--- src/rtl/ieeedrv_sd_arb.sv ---
// ieeedrv_sd_arb -- round-robin arbiter sharing one MiSTer-style SD block
// port (lba/blk_cnt/rd/wr/ack/buffer) among NBD drive sub-units.
//
// Flow per transfer: IDLE picks the next pending unit by rotation, ISSUE
// holds the host request until the first ack, XFER routes ack and write
// data to the granted unit while ack stays high, and RELEASE advances the
// rotation pointer and gives the unit one cycle to drop its request.
//
// Optional build macro SD_ARB_TIMEOUT_EN adds a TMO_W-bit watchdog on
// ISSUE. When the watchdog reaches all-ones, the host request is dropped,
// timeout pulses for one cycle and the arbiter moves on. Without the
// macro, ISSUE waits forever and timeout is tied low.

module ieeedrv_sd_arb #(
    parameter int NBD   = 2,
    parameter int TMO_W = 24
) (
    input  logic                clk_sys,
    input  logic                reset_n,
    input  logic [32*NBD-1:0]   req_lba,
    input  logic [6*NBD-1:0]    req_blk_cnt,
    input  logic [NBD-1:0]      req_rd,
    input  logic [NBD-1:0]      req_wr,
    output logic [NBD-1:0]      req_ack,
    input  logic [8*NBD-1:0]    req_buff_din,
    output logic [31:0]         sd_lba,
    output logic [5:0]          sd_blk_cnt,
    output logic                sd_rd,
    output logic                sd_wr,
    input  logic                sd_ack,
    output logic [7:0]          sd_buff_din,
    output logic [NBD-1:0]      grant,
    output logic                busy,
    output logic                timeout
);

    // Index width for unit numbers; at least one bit so NBD=1 still builds.
    localparam int PW = (NBD > 1) ? $clog2(NBD) : 1;

    typedef enum logic [1:0] {
        ST_IDLE    = 2'd0,
        ST_ISSUE   = 2'd1,
        ST_XFER    = 2'd2,
        ST_RELEASE = 2'd3
    } state_t;

    // Registered state
    state_t             r_state;
    logic [PW-1:0]      r_ptr;
    logic [PW-1:0]      r_gidx;
    logic [NBD-1:0]     r_grant;
    logic [31:0]        r_lba;
    logic [5:0]         r_blk;
    logic               r_rd;
    logic               r_wr;
    logic               r_busy;

    // Next-state values
    state_t             w_state_nxt;
    logic [PW-1:0]      w_ptr_nxt;
    logic [PW-1:0]      w_gidx_nxt;
    logic [NBD-1:0]     w_grant_nxt;
    logic [31:0]        w_lba_nxt;
    logic [5:0]         w_blk_nxt;
    logic               w_rd_nxt;
    logic               w_wr_nxt;
    logic               w_busy_nxt;

    // Arbitration helpers
    logic [NBD-1:0]     w_pending;
    logic               w_found;
    logic [PW-1:0]      w_sel;
    logic               w_active;

`ifdef SD_ARB_TIMEOUT_EN
    logic [TMO_W-1:0]   r_cnt;
    logic [TMO_W-1:0]   w_cnt_nxt;
    logic               r_timeout;
    logic               w_timeout_nxt;
`endif

    // (a + k) mod NBD, valid because both a and k are below NBD.
    function automatic logic [PW-1:0] f_wrap_add(input logic [PW-1:0] a, input int k);
        int s;
        s = int'(a) + k;
        if (s >= NBD) begin
            s = s - NBD;
        end else begin
            s = s;
        end
        return s[PW-1:0];
    endfunction

    assign w_pending = req_rd | req_wr;

    // Rotating search: first pending unit at or after the pointer, wrapping.
    always_comb begin
        w_found = 1'b0;
        w_sel   = r_ptr;
        for (int k = 0; k < NBD; k++) begin
            if (!w_found && w_pending[f_wrap_add(r_ptr, k)]) begin
                w_found = 1'b1;
                w_sel   = f_wrap_add(r_ptr, k);
            end else begin
                w_found = w_found;
            end
        end
    end

    // Next-state and next-output logic of the arbitration FSM.
    always_comb begin
        w_state_nxt = r_state;
        w_ptr_nxt   = r_ptr;
        w_gidx_nxt  = r_gidx;
        w_grant_nxt = r_grant;
        w_lba_nxt   = r_lba;
        w_blk_nxt   = r_blk;
        w_rd_nxt    = r_rd;
        w_wr_nxt    = r_wr;
`ifdef SD_ARB_TIMEOUT_EN
        w_cnt_nxt     = r_cnt;
        w_timeout_nxt = 1'b0;
`endif
        case (r_state)
            ST_IDLE: begin
                if (w_found) begin
                    w_state_nxt = ST_ISSUE;
                    w_gidx_nxt  = w_sel;
                    w_grant_nxt = NBD'(1) << w_sel;
                    w_lba_nxt   = req_lba[32*w_sel +: 32];
                    w_blk_nxt   = req_blk_cnt[6*w_sel +: 6];
                    // Read wins when a unit raises both directions.
                    w_rd_nxt    = req_rd[w_sel];
                    w_wr_nxt    = ~req_rd[w_sel] & req_wr[w_sel];
`ifdef SD_ARB_TIMEOUT_EN
                    w_cnt_nxt   = {TMO_W{1'b0}};
`endif
                end else begin
                    w_grant_nxt = {NBD{1'b0}};
                    w_rd_nxt    = 1'b0;
                    w_wr_nxt    = 1'b0;
                end
            end
            ST_ISSUE: begin
                if (sd_ack) begin
                    // Host has taken the request; drop it and follow ack.
                    w_rd_nxt    = 1'b0;
                    w_wr_nxt    = 1'b0;
                    w_state_nxt = ST_XFER;
                end else begin
`ifdef SD_ARB_TIMEOUT_EN
                    if (r_cnt == {TMO_W{1'b1}}) begin
                        // Host never answered: abandon and rotate onwards.
                        w_rd_nxt      = 1'b0;
                        w_wr_nxt      = 1'b0;
                        w_timeout_nxt = 1'b1;
                        w_state_nxt   = ST_RELEASE;
                    end else begin
                        w_cnt_nxt     = r_cnt + {{(TMO_W-1){1'b0}}, 1'b1};
                    end
`else
                    w_state_nxt = ST_ISSUE;
`endif
                end
            end
            ST_XFER: begin
                if (!sd_ack) begin
                    w_state_nxt = ST_RELEASE;
                end else begin
                    w_state_nxt = ST_XFER;
                end
            end
            ST_RELEASE: begin
                // Next search starts just past the unit that was served.
                w_ptr_nxt   = (r_gidx == PW'(NBD-1)) ? {PW{1'b0}} : (r_gidx + {{(PW-1){1'b0}}, 1'b1});
                w_grant_nxt = {NBD{1'b0}};
                w_rd_nxt    = 1'b0;
                w_wr_nxt    = 1'b0;
                w_state_nxt = ST_IDLE;
            end
            default: begin
                w_state_nxt = ST_IDLE;
                w_grant_nxt = {NBD{1'b0}};
                w_rd_nxt    = 1'b0;
                w_wr_nxt    = 1'b0;
            end
        endcase
        w_busy_nxt = (w_state_nxt != ST_IDLE);
    end

    // State and output registers; reset drops the host request immediately.
    always_ff @(posedge clk_sys or negedge reset_n) begin
        if (!reset_n) begin
            r_state <= ST_IDLE;
            r_ptr   <= {PW{1'b0}};
            r_gidx  <= {PW{1'b0}};
            r_grant <= {NBD{1'b0}};
            r_lba   <= 32'h0000_0000;
            r_blk   <= 6'd0;
            r_rd    <= 1'b0;
            r_wr    <= 1'b0;
            r_busy  <= 1'b0;
        end else begin
            r_state <= w_state_nxt;
            r_ptr   <= w_ptr_nxt;
            r_gidx  <= w_gidx_nxt;
            r_grant <= w_grant_nxt;
            r_lba   <= w_lba_nxt;
            r_blk   <= w_blk_nxt;
            r_rd    <= w_rd_nxt;
            r_wr    <= w_wr_nxt;
            r_busy  <= w_busy_nxt;
        end
    end

`ifdef SD_ARB_TIMEOUT_EN
    // Watchdog counter and its one-cycle abort pulse.
    always_ff @(posedge clk_sys or negedge reset_n) begin
        if (!reset_n) begin
            r_cnt     <= {TMO_W{1'b0}};
            r_timeout <= 1'b0;
        end else begin
            r_cnt     <= w_cnt_nxt;
            r_timeout <= w_timeout_nxt;
        end
    end
    assign timeout = r_timeout;
`else
    // The watchdog width only matters when the watchdog is built.
    assign timeout = (TMO_W > 0) ? 1'b0 : 1'b0;
`endif

    // Ack and write data only flow while a grant is live on the host side.
    assign w_active    = (r_state == ST_ISSUE) || (r_state == ST_XFER);
    assign req_ack     = (w_active && sd_ack) ? r_grant : {NBD{1'b0}};
    assign sd_buff_din = w_active ? req_buff_din[8*r_gidx +: 8] : 8'h00;

    assign sd_lba      = r_lba;
    assign sd_blk_cnt  = r_blk;
    assign sd_rd       = r_rd;
    assign sd_wr       = r_wr;
    assign grant       = r_grant;
    assign busy        = r_busy;

endmodule

--- config.mk ---
export PLATFORM = sky130hd
export DESIGN_NAME = ieeedrv_sd_arb
export DESIGN_NICKNAME = d
export VERILOG_FILES = /design/src/rtl/ieeedrv_sd_arb.sv
export SDC_FILE = /design/constraint.sdc
export NUM_CORES = 1
export LEC_CHECK = 0
export BUFFER_PORTS_ARGS = -buffer_cell sky130_fd_sc_hd__buf_2
export CORE_UTILIZATION = 42
export DETAILED_ROUTE_END_ITERATION = 7
export PLACE_DENSITY = 0.86
export SYNTH_ARGS = -nofsm -noshare
export SYNTH_HDL_FRONTEND = slang
export SYNTH_SLANG_ARGS = --single-unit
--- constraint.sdc ---
create_clock -name clk_sys -period 2.02 [get_ports clk_sys]
set_clock_uncertainty 0.2 [all_clocks]
set_input_delay 0.101 -clock clk_sys [delete_from_list [all_inputs] [get_ports clk_sys]]
set_output_delay 0.101 -clock clk_sys [all_outputs]
set_load 0.1 [all_outputs]
==> flow_summary.ini, run 1 <==
[die]
initial_core_util_pct = 43.6
ios = 153
fp.dieH_um = 77.4
std_cell_rows = 27
coreArea_sq_mm = 0.00547
die_x_um = 77.4
die-area_sq_mm = 0.00598

[route]
num_vias = 2668
routed_wl_um = 8770
drc = 0
wl_per_cell_um = 17.5
avgViaCountPerCell = 5.34
first_iter_violations = 85
drtAntennaViolNets = 0
dr.pass1.iters = 4

[yosys]
dominantRegCellSynth = dfrtp_1
ys_ff_latch = 47
syn_nets = 302
syn_inst = 198
ys_seq_area_share_pct = 49.3
syn-cell-area_sq_mm = 0.00238
yosys_warnings = 0
ys_types = 34
synth_area_leaders = dfrtp_1 49%, o221a_2 14%, nand2b_1 10%, o221a_1 3.8%, mux2i_1 3.4%
synth_edf_count = 0
netlist.area_leader.share_pct = 49.3
synth_common_cells = 47 x dfrtp_1, 38 x nand2b_1, 30 x o221a_2
synth_most_common_cell = dfrtp_1
yosysTopAreaCell = dfrtp_1
avgSynthCellArea_sq_um = 12.0
ys_async_sr_fraction_pct = 100

[timing]
fin_crit_sh_pct = 95.6
drv_slew = 0
hold_violations = 0
slew_headroom_pct = 65.7
setup_slack_ns = 0.0896
setup_viol = 0
fmaxAchievable_ghz = 0.518
fin_crit_ns = 1.93
rsz0062_at_grt = no
worstMarginPinSlew_ns = 0.515

[placement]
gp_congestion = 0.752
portBuffers = 151
dp_hpwl_um = 4900
dp_slack_ns = 0.197

[clocking]
clk_pin_slew_worst_paths_ns = 0.09
clock-root-buffer = clkbuf_8
clock_latency_ns = 0.29
cts-buffers-inserted = 5
clock_path_buffers = 2
htreeDepth = 2
cts_tree = yes
clock-sinks = 47

[global_routing]
grt_pass1_vias = 2921
grt_max_degree = 40
grt_overflow = 0
grt_antenna_before_repair = 0
track_usage_pct = 30.4
grt_pass1_wl_um = 14100

[critical_path]
cp_num_buf_inv = 3
cp_slowest_stage_delay_ns = 0.40
path_cells = inv_1, ha_1, buf_6, and3_2, buf_12
cp.required_ns = 1.72
crit_arrival_ns = 1.63
crit_slowest_cell = dfrtp_1
crit_type = flop to output pin
critPathLaunchType = flop
path_max_fanout = 14
worstSetupEndpointType = output pin
critPathTopFamily = buffers and inverters

[outcome]
status = complete, no violations

[layout]
drive_gt1_share_pct = 49.5
syn_to_final_growth_pct = 81.0
n_antenna_cell = 0
nets = 532

[flow_run]
drv_cap = 0

[worst_hold_path]
hold_class = input pin to flop
-- registers in the layout (all words and copies together), names as in the netlist --
signal and cells:
sd_rd 1, sd_blk_cnt 6, r_gidx 1, sd_wr 1, busy 1, grant 2, sd_lba 32, r_ptr 1
r_state 2
-- cell families (layout without fill, tap and decap cells) --
family / Yosys count / in the layout / synth area share [%]
AOI/OAI and AO/OA: 56 / 56 / 23.6
adders and majority gates: 5 / 5 / 2.62
buffers and inverters: 17 / 247 / 4.72
DFF: 47 / 47 / 49.3
muxes: 8 / 8 / 3.36
other: 1 / 1 / 0.157
and+or+nand+nor: 64 / 64 / 16.3
-- tightest hold or removal path, cell delays in order --
cell and delay (ns):
buf_2 0.15, o22ai_1 0.15, o31ai_1 0.08
-- metrics by stage --
| step | instance area (sq um) | TNS, ns | hold WS [ns] | utilization [%] | instances |
|---|---|---|---|---|---|
| after floorplan | 2410 | -1.14 | -0.395 | - | 198 |
| after global placement | 3410 | 0 | -0.104 | 62.3 | 414 |
| after detailed placement | 3410 | 0 | -0.0988 | 62.3 | 414 |
| after CTS | 4280 | 0 | 0.0196 | 78.2 | 499 |
| after global routing | 4320 | 0 | 0.0488 | 78.9 | 500 |
| final | 4320 | 0 | 0.0282 | 78.9 | 500 |
-- worst paths after layout --
kind	from	endpoint	slack (ns)	cells past startpoint
max in group asynchronous	reset_n	busy$_DFF_PN0_	0.99	3
worst max register to register	r_state[0]$_DFF_PN0_	sd_blk_cnt[5]$_DFFE_PN0P_	0.16	6
worst min-delay path	req_wr[1]	grant[1]$_DFFE_PN0P_	0.03	3
min in group asynchronous	reset_n	sd_lba[31]$_DFFE_PN0P_	0.12	2
worst max-delay path	r_state[0]$_DFF_PN0_	req_ack[1]	0.09	5
worst min register to register	sd_rd$_DFFE_PN0P_	sd_rd$_DFFE_PN0P_	0.32	2
-- what timing repair did --
action,4_1_cts,5_1_grt
resized for setup,0,7
endpoints found under the hold margin,89,0
setup buffers,0,1
endpoints found under the setup margin,0,10
hold buffers,78,0
-- placed cells by master (no fill, tap or decap), types with 5 or more instances in the layout --
cell type      Yosys  layout
o221a_2           30      30
dfrtp_1           47      47
clkbuf_8           0       6
dlygate4sd3_1      0      78
buf_4              3       5
o221a_1            8       8
buf_2              6     141
nor2b_4            0       5
buf_12             0      13
mux2i_1            8       8
ha_1               5       5
nand2b_1          38      38
-- area by class of cell --
type / instances / area, sq um
Tap cell: 72 / 90.1
Timing Repair Buffer: 238 / 1800
Sequential cell: 47 / 1180
Clock buffer: 6 / 82.6
Clock inverter: 1 / 5.00
Multi-Input combinational cell: 134 / 1160
Fill cell: 353 / 1160
Inverter: 2 / 7.51
-- per-layer routing --
metal / wire, um / vias up / GRT usage [%]
li1: - / 1205 / -
met1: 3260 / 1272 / 32.5
met2: 4550 / 152 / 54.7
met3: 589 / 39 / 7.88
met4: 367 / 0 / 15.8
met5: 0 / - / 0
Power of run 1 is left out: the tool's default activity adds up to more than one toggle a clock period on the data nets, which glitch-free logic cannot reach.
==> inputs of run 2 (changes only) <==
CORE_UTILIZATION = 35   (was 42)
PLACE_DENSITY = 0.74   (was 0.86)
==> flow_summary.ini, run 2 (synthesis results as in run 1) <==
[layout]
largest_reg_flops = 32
drive_gt1_share_pct = 49.7
seq_area_sq_mm = 0.00118
nFillCells = 468
n_antenna_cell = 0
most-common-layout-cells = 141 x buf_2, 78 x dlygate4sd3_1, 47 x dfrtp_1, 38 x nand2b_1, 30 x o221a_2
nets = 533
multiInputGateArea_sq_mm = 0.00116
stdcell_count = 506
layout_commonest_cell = buf_2
syn_to_final_growth_pct = 82.0
final_area_sq_mm = 0.00434

[route]
wl_per_cell_um = 16.2
dr.pass1.iters = 8
drtAntennaViolNets = 0
routed_wl_um = 8210
first_iter_violations = 120
avgViaCountPerCell = 5.06
num_vias = 2561
drc = 12

[critical_path]
startpoint = r_state[1]$_DFF_PN0_
rr_endpoint = sd_lba[3]$_DFFE_PN0P_
cp_slowest_stage_delay_ns = 0.39
r2r-start = r_state[1]$_DFF_PN0_
path_cells = inv_1, ha_1, buf_6, nor2b_2, buf_12
crit_type = flop to output pin
worstSetupEndpointType = output pin
cp-endpoint = sd_buff_din[1]
critPathLaunchType = flop
r2r_slack_ns = 0.12
cp.required_ns = 1.72
crit_slowest_cell = dfrtp_1
rr_worst_depth = 6
crit_arrival_ns = 1.63
path_max_fanout = 14

[clocking]
clk_pin_slew_worst_paths_ns = 0.08
clock_latency_ns = 0.29
cts-buffers-inserted = 5
clock-root-buffer = clkbuf_8
clock_path_buffers = 2
htreeDepth = 2
cts_tree = yes
clock-sinks = 47

[timing]
hold_violations = 0
fmaxAchievable_ghz = 0.519
drv_slew = 0
setup_viol = 0
fin_crit_sh_pct = 95.5
fin_crit_ns = 1.93
slew_headroom_pct = 40.8
rsz0062_at_grt = no
worstMarginPinSlew_ns = 0.884
hold_slack_ns = 0.0267

[global_routing]
grt_max_degree = 31
grt_pass1_wl_um = 13100
grt_overflow = 0
track_usage_pct = 23.3
grt_antenna_before_repair = 0
grt_pass1_vias = 2744

[die]
ios = 153
die_x_um = 84.5
initial_core_util_pct = 36.9
std_cell_rows = 29
die-area_sq_mm = 0.00715
fp.dieH_um = 84.5
coreArea_sq_mm = 0.00646

[worst_hold_path]
hold_class = input pin to flop

[placement]
place.detailed.instances = 420
dp_hpwl_um = 4880
dpl_cell_area_sq_mm = 0.00341
gp_congestion = 0.788
portBuffers = 151

[outcome]
status = finished, violations left
violations = design-rule violations

[flow_run]
drv_cap = 0
## run 2: worst min path at each step
stage                                      endpoint  slack (ns)  cells past startpoint      start
after floorplan                      busy$_DFF_PN0_       -0.39                      0    reset_n
after global placement    sd_blk_cnt[3]$_DFFE_PN0P_       -0.06                      1    reset_n
after detailed placement  sd_blk_cnt[3]$_DFFE_PN0P_       -0.06                      1    reset_n
after CTS                      grant[1]$_DFFE_PN0P_        0.02                      3  req_wr[1]
after global routing              sd_rd$_DFFE_PN0P_        0.06                      3  req_wr[0]
final                          grant[1]$_DFFE_PN0P_        0.03                      3  req_wr[1]
## run 2: per-stage QoR
stage / TNS (ns) / worst slack (ns) / util, %
floorplan: -1.14 / -0.142 / -
global placement: 0 / 0.140 / 52.8
detailed placement: 0 / 0.122 / 52.8
CTS: 0 / 0.0258 / 66.6
global route: 0 / 0.0183 / 67.2
finish: 0 / 0.0914 / 67.2
## run 2: area by class of cell
type                       instances  share of cell area, %
sequential                        47                   27.1
clock buffer                       5                   1.59
multi-input combinational        134                   26.8
inverter                           2                  0.173
timing repair buffer             239                   41.3
tap                               77                   2.22
clock inverter                     2                  0.865
## run 2: per-layer routing
metal	vias up	part of all wire (%)	track usage [%]
met4	0	3.0	8.94
met3	25	6.4	5.01
met1	1201	38	26.2
li1	1206	-	-
met5	-	0	0
met2	129	52	43.2
## run 2: worst max-delay path, delay by kind of cell (launching register included)
family                     cells  cell delay (ns)
adders and majority gates      1             0.31
and+or+nand+nor                1             0.19
DFF                            1             0.39
buffers and inverters          3             0.44
## run 2: repair_timing
item                                    4_1_cts  5_1_grt
endpoints found under the setup margin        0       10
hold endpoints to repair                     66        0
gates resized for setup                       0        8
hold buffers                                 78        0
buffers inserted                              0        1
Power of run 2 is left out for the same reason.
